<file path="src/rtl/pre_trace_updater_if.sv">
// Control and SRAM port bundle for pre_trace_updater; master is the sweeper side.
// Instantiate with the same N_PRE/ADDR_WIDTH/DATA_WIDTH as the attached updater.
interface pre_trace_updater_if #(
  parameter int N_PRE      = 256,
  parameter int ADDR_WIDTH = 8,
  parameter int DATA_WIDTH = 32
);
  logic                  START;
  logic                  CLR_CNT;
  logic [N_PRE-1:0]      SPIKE_VEC;
  logic                  BUSY;
  logic                  DONE;
  logic                  SRAM_CS;
  logic                  SRAM_WE;
  logic [ADDR_WIDTH-1:0] SRAM_A;
  logic [DATA_WIDTH-1:0] SRAM_D;
  logic [DATA_WIDTH-1:0] SRAM_Q;

  modport master (
    input  START, CLR_CNT, SPIKE_VEC, SRAM_Q,
    output BUSY, DONE, SRAM_CS, SRAM_WE, SRAM_A, SRAM_D
  );

  modport slave (
    output START, CLR_CNT, SPIKE_VEC, SRAM_Q,
    input  BUSY, DONE, SRAM_CS, SRAM_WE, SRAM_A, SRAM_D
  );
endinterface

</file>
<file path="src/rtl/pre_trace_updater.sv">
// Per-time-step sweep over N_PRE pre-neuron state words: decay trace, add spikes, count.
// Read-modify-write per word, 2*N_PRE+1 cycles START->DONE; START while busy is dropped.
module pre_trace_updater #(
  parameter int          N_PRE       = 256,
  parameter int          ADDR_WIDTH  = 8,
  parameter int          DATA_WIDTH  = 32,
  parameter int          DECAY_SHIFT = 3,
  parameter logic [15:0] TRACE_INC   = 16'h1000
) (
  input logic                 CK,
  input logic                 RST_N,
  pre_trace_updater_if.master bus
);

  typedef enum logic [1:0] {IDLE, RD, WR, FIN} state_t;

  localparam logic [ADDR_WIDTH-1:0] LAST_IDX = ADDR_WIDTH'(N_PRE - 1);

  state_t                state_q, state_d;
  logic [ADDR_WIDTH-1:0] idx_q, idx_d;
  logic [N_PRE-1:0]      spk_q, spk_d;
  logic                  clr_q, clr_d;
  logic                  busy_q, busy_d;
  logic                  done_q, done_d;
  logic                  cs_q, cs_d;
  logic                  we_q, we_d;
  logic [ADDR_WIDTH-1:0] a_q, a_d;

  logic                  spk_bit;
  logic [15:0]           trace_in;
  logic [15:0]           trace_dec;
  logic [16:0]           trace_sum;
  logic [15:0]           trace_new;
  logic [7:0]            cnt_base;
  logic [7:0]            cnt_new;
  logic [DATA_WIDTH-1:0] upd_word;

  always_comb begin
    state_d = state_q;
    idx_d   = idx_q;
    spk_d   = spk_q;
    clr_d   = clr_q;
    case (state_q)
      IDLE: begin
        if (bus.START) begin
          spk_d   = bus.SPIKE_VEC;
          clr_d   = bus.CLR_CNT;
          idx_d   = '0;
          state_d = RD;
        end
      end
      RD:  state_d = WR;
      WR: begin
        if (idx_q == LAST_IDX) begin
          state_d = FIN;
        end else begin
          idx_d   = idx_q + ADDR_WIDTH'(1);
          state_d = RD;
        end
      end
      FIN:     state_d = IDLE;
      default: state_d = IDLE;
    endcase

    // Outputs are decoded from the next state so they come straight out of flops.
    busy_d = (state_d != IDLE);
    done_d = (state_d == FIN);
    cs_d   = (state_d == RD) || (state_d == WR);
    we_d   = (state_d == WR);
    a_d    = cs_d ? idx_d : '0;
  end

  always_comb begin
    spk_bit   = spk_q[idx_q];
    trace_in  = bus.SRAM_Q[31:16];
    // Shift truncates, so traces below 2^DECAY_SHIFT never decay.
    trace_dec = trace_in - (trace_in >> DECAY_SHIFT);
    trace_sum = {1'b0, trace_dec} + {1'b0, TRACE_INC};
    trace_new = trace_dec;
    if (spk_bit) begin
      trace_new = trace_sum[16] ? 16'hFFFF : trace_sum[15:0];
    end

    cnt_base = clr_q ? 8'h00 : bus.SRAM_Q[15:8];
    cnt_new  = cnt_base;
    if (spk_bit && (cnt_base != 8'hFF)) begin
      cnt_new = cnt_base + 8'h01;
    end

    upd_word = {trace_new, cnt_new, bus.SRAM_Q[7:0]};
  end

  always_ff @(posedge CK or negedge RST_N) begin
    if (!RST_N) begin
      state_q <= IDLE;
      idx_q   <= '0;
      spk_q   <= '0;
      clr_q   <= 1'b0;
      busy_q  <= 1'b0;
      done_q  <= 1'b0;
      cs_q    <= 1'b0;
      we_q    <= 1'b0;
      a_q     <= '0;
    end else begin
      state_q <= state_d;
      idx_q   <= idx_d;
      spk_q   <= spk_d;
      clr_q   <= clr_d;
      busy_q  <= busy_d;
      done_q  <= done_d;
      cs_q    <= cs_d;
      we_q    <= we_d;
      a_q     <= a_d;
    end
  end

  assign bus.BUSY    = busy_q;
  assign bus.DONE    = done_q;
  assign bus.SRAM_CS = cs_q;
  assign bus.SRAM_WE = we_q;
  assign bus.SRAM_A  = a_q;
  // Write data follows SRAM_Q within the WR cycle; gated so reset drives it to zero.
  assign bus.SRAM_D  = (state_q == WR) ? upd_word : '0;

endmodule

</file>
<file path="src/flat_wrapper.sv">
// flat-port wrapper written by rule: the top's interface ports become plain ports
module pre_trace_updater_flat 
#(
  parameter int          N_PRE       = 256,
  parameter int          ADDR_WIDTH  = 8,
  parameter int          DATA_WIDTH  = 32,
  parameter int          DECAY_SHIFT = 3,
  parameter logic [15:0] TRACE_INC   = 16'h1000
)
  (CK, RST_N, bus_START, bus_CLR_CNT, bus_SPIKE_VEC, bus_SRAM_Q, bus_BUSY, bus_DONE, bus_SRAM_CS, bus_SRAM_WE, bus_SRAM_A, bus_SRAM_D);
  pre_trace_updater_if #(.N_PRE(N_PRE), .ADDR_WIDTH(ADDR_WIDTH), .DATA_WIDTH(DATA_WIDTH)) bus_i ();
  input logic CK;
  input logic RST_N;
  input wire logic [$bits(bus_i.START)-1:0] bus_START;
  input wire logic [$bits(bus_i.CLR_CNT)-1:0] bus_CLR_CNT;
  input wire logic [$bits(bus_i.SPIKE_VEC)-1:0] bus_SPIKE_VEC;
  input wire logic [$bits(bus_i.SRAM_Q)-1:0] bus_SRAM_Q;
  output wire logic [$bits(bus_i.BUSY)-1:0] bus_BUSY;
  output wire logic [$bits(bus_i.DONE)-1:0] bus_DONE;
  output wire logic [$bits(bus_i.SRAM_CS)-1:0] bus_SRAM_CS;
  output wire logic [$bits(bus_i.SRAM_WE)-1:0] bus_SRAM_WE;
  output wire logic [$bits(bus_i.SRAM_A)-1:0] bus_SRAM_A;
  output wire logic [$bits(bus_i.SRAM_D)-1:0] bus_SRAM_D;
  assign bus_i.START = bus_START;
  assign bus_i.CLR_CNT = bus_CLR_CNT;
  assign bus_i.SPIKE_VEC = bus_SPIKE_VEC;
  assign bus_i.SRAM_Q = bus_SRAM_Q;
  assign bus_BUSY = bus_i.BUSY;
  assign bus_DONE = bus_i.DONE;
  assign bus_SRAM_CS = bus_i.SRAM_CS;
  assign bus_SRAM_WE = bus_i.SRAM_WE;
  assign bus_SRAM_A = bus_i.SRAM_A;
  assign bus_SRAM_D = bus_i.SRAM_D;
  pre_trace_updater #(.N_PRE(N_PRE), .ADDR_WIDTH(ADDR_WIDTH), .DATA_WIDTH(DATA_WIDTH), .DECAY_SHIFT(DECAY_SHIFT), .TRACE_INC(TRACE_INC)) u_core (.CK(CK), .RST_N(RST_N), .bus(bus_i));
endmodule
</file>
<file path="config.mk">
export PLATFORM = sky130hd
export DESIGN_NAME = pre_trace_updater_flat
export DESIGN_NICKNAME = d
export VERILOG_FILES = /design/src/rtl/pre_trace_updater_if.sv /design/src/rtl/pre_trace_updater.sv /design/src/flat_wrapper.sv
export SDC_FILE = /design/constraint.sdc
export NUM_CORES = 1
export LEC_CHECK = 0
export CORE_MARGIN = 3
export CORE_UTILIZATION = 45
export DETAILED_ROUTE_END_ITERATION = 10
export GPL_TIMING_DRIVEN = 1
export PLACE_DENSITY = 0.78
export SKIP_CTS_REPAIR_TIMING = 1
export SLEW_MARGIN = 15
export SYNTH_ARGS = -nofsm -noshare
export SYNTH_HDL_FRONTEND = slang
export SYNTH_SLANG_ARGS = --single-unit
</file>
<file path="constraint.sdc">
create_clock -name CK -period 2.6 [get_ports CK]
set_input_delay 0.26 -clock CK [delete_from_list [all_inputs] [get_ports CK]]
set_output_delay 0.26 -clock CK [all_outputs]
set_load 0.005 [all_outputs]
</file>
==> results <==
-- cell usage after synthesis (5+ instances only) --
cell type	instances
inv_1	29
o31ai_1	6
nand3_1	18
and2_1	19
xnor2_1	8
a21o_1	6
dfrtp_1	279
buf_2	9
or3_1	7
nor2_1	21
nand2_1	819
o21ai_0	20
mux4_2	53
a22oi_1	5
nand2b_1	7
nor3_1	6
a31oi_1	11
ha_1	17
nor2b_1	9
mux2i_1	20
a21oi_1	39
clkbuf_1	67
-- final cells by class --
class / instances / area (um2) / share of cell area, %
Sequential cell: 279 / 6989 / 34.61
Multi-Input combinational cell: 1156 / 6623 / 32.79
Timing Repair Buffer: 512 / 5044 / 24.97
Clock buffer: 40 / 785.8 / 3.890
Tap cell: 390 / 488.0 / 2.416
Clock inverter: 9 / 158.9 / 0.7868
Inverter: 29 / 108.9 / 0.5390
-- layout by cell type, fill, tap and decap left out, types with 5 or more instances in the layout --
master           instances
xnor2_1                  8
mux2i_1                 18
nor2b_1                  9
clkdlybuf4s50_1        310
a31oi_1                 10
buf_6                    9
nor2_1                  21
clkbuf_1                 8
nand2_1                817
dfrtp_1                277
nand3_1                 17
clkbuf_2                 5
o31ai_1                  5
a21o_1                   5
dlymetal6s2s_1          15
clkbuf_16               32
mux4_2                  54
a21oi_1                 22
buf_4                  143
buf_12                  19
a21oi_2                 17
nand2b_1                 7
or3_1                    5
and2_1                  18
inv_1                   29
o21ai_0                 15
o21ai_2                  5
ha_1                    17
-- where the power goes --
| group | switching (mW) | internal, mW |
|---|---|---|
| sequential | 1.13 | 6.34 |
| clock | 1.69 | 2.49 |
| combinational | 4.81 | 4.78 |
-- kinds of logic (layout without fill, tap and decap cells) --
logic type	count (synthesis)	after routing	share of synthesized area [%]
xor+xnor	12	12	0.7570
mux	78	78	10.88
compound gates	125	125	5.867
simple gates	923	923	26.51
fa+ha+maj	18	18	1.676
flops	279	279	50.29
buf+inv	118	590	4.028
-- registers in the layout, summed over array words and instances, names as in the netlist --
name / flops
u_core.bus.BUSY: 1
u_core.bus.DONE: 1
u_core.bus.SRAM_A: 8
u_core.bus.SRAM_CS: 1
u_core.bus.SRAM_WE: 1
u_core.clr_q: 1
u_core.idx_q: 8
u_core.spk_q: 256
u_core.state_q: 2
-- stage by stage --
stage,hold WS [ps],setup WS [ps],power [mW]
floorplan,-35.59,-147.4,12.64
global placement,254.9,-1227,15.74
detailed placement,263.7,-1278,16.09
CTS,-310.6,-1861,20.36
global route,241.2,-1526,22.56
finish,243.8,-1413,21.24
-- critical path: stages (launching register included) --
cell and delay (ps):
dfrtp_4 520, buf_12 160, clkbuf_16 150, mux2i_1 160
nor3_1 70, or4_1 540, a32oi_2 350, o32ai_4 180
o32ai_4 380, buf_6 160, buf_12 100, buf_6 100
o21ai_2 60, a21oi_2 130, buf_2 130
-- final timing paths --
kind | startpoint | to | slack, ps | cells after the start
worst max-delay path | u_core.idx_q[0] | bus_SRAM_D[12] | -1410 | 14
worst min-delay path | bus_SPIKE_VEC[179] | u_core.spk_q[179] | 240 | 3
worst max register to register | u_core.idx_q[0] | u_core.bus.SRAM_A[3] | 170 | 9
worst min register to register | u_core.spk_q[11] | u_core.spk_q[11] | 470 | 2
max in group asynchronous | RST_N | u_core.spk_q[196] | 1510 | 3
min in group asynchronous | RST_N | u_core.spk_q[19] | 260 | 2
-- routing by layer --
metal | vias to the layer above | part of all wire, % | routed length, um
li1 | 5980 | - | -
met1 | 6250 | 40 | 18200
met2 | 574 | 49 | 22160
met3 | 82 | 7.6 | 3419
met4 | 2 | 2.7 | 1229
met5 | - | 0.029 | 13
==> results_dict.tcl <==
set metrics [dict create \
    synth_top_area_share_pct 50.29 \
    antenna_found_initial 1 \
    ioPinCount 336 \
    use_met2_pct 44.23 \
    avgRoutedWirePerCell_um 18.64 \
    start_util_pct 46.23 \
    area_delta_synth_final_pct 45.48 \
    insertion_delay_ps 540 \
    numCtsBuffers 28 \
    ys_seq_area_share_pct 50.29 \
    synthArstFlopShare_pct 100.0 \
    endpoint_kind "primary output" \
    ys_types 63 \
    grt.overflow.total 0 \
    die_x_um 181.6 \
    syn_area_mm2 0.01388 \
    cp-start-kind "flip-flop" \
    syn_nets 1863 \
    synthCells 1553 \
    via_per_inst 5.337 \
    placed_cell_area_mm2 0.01866 \
    drtIter0Drc 1149 \
    drive_above_1_share_pct 16.84 \
    first_pass_iters 5 \
    worstMarginPinSlew_ps 563.6 \
    gr-usage-met3_pct 3.986 \
    fin_nets 2316 \
    worstSetupPathType "reg2out" \
    period_needed_ps 4013 \
    yosysWarnings 0 \
    grt_max_degree 111 \
    avgSynthCellArea_um2 8.940 \
    grtUsageTotal_pct 25.74 \
    hpwl_um 32350 \
    post-place-cells 2340 \
    die_area_mm2 0.03299 \
    final_area_mm2 0.02020 \
    cp.required_ps 2340 \
    drc 0 \
    period_share_pct 154.3 \
    setup_viol 24 \
    max_freq_mhz 249.2 \
    die_h_um 181.6 \
    postLayoutCoreUtil_pct 67.25 \
    setup_tns_ps -32280 \
    numPortBuffers 335 \
    crit_fanout 5 \
    maxSlewHeadroom_pct 62.43 \
    ctsRootBufferMaster "clkbuf_16" \
    synth_edf_count 0 \
    num-fill-cells 2283 \
    rows 63 \
    yosys.area.top_type "dfrtp_1" \
    hold_viol 0 \
    violations "negative setup slack" \
    ys_ff_latch 279 \
    outcome "finished with violations" \
    drtAntennaViolNets 0 \
    cts.sinks 279 \
    rsz0062_at_grt "true" \
    arrival_ps 3750 \
    wl_um 45030 \
    htree_levels 1 \
    vdd_drop_max_mv 0.5962 \
    vias 12890 \
    cts_tree "built" \
    synth_area_leaders "dfrtp_1 (50%), nand2_1 (22%), mux4_2 (8.6%), clkbuf_1 (1.8%), ha_1 (1.5%)" \
    clock_path_buffers 3 \
    worst_slack_ps -1413 \
    synthFlopType "dfrtp_1" \
    gp_congestion 0.9245 \
    drv_cap 0 \
    diodes 0 \
    path_clk_slew_ps 60 \
    finClkSkew_ps 9.849 \
    final_cells 2415 \
    grt_most_used_layer "met2" \
    grtUsageMet1_pct 34.41 \
    grt_pass1_wl_um 68420 \
    core_mm2 0.03003 \
    slew_violations 0 \
    grt_pass1_vias 13120 \
    hold_class "in2reg" \
    p_leak_nw 9.953 \
    powerDensity_mw_per_mm2 1052 \
]
No activity file was read; power rests on OpenSTA's default activity.
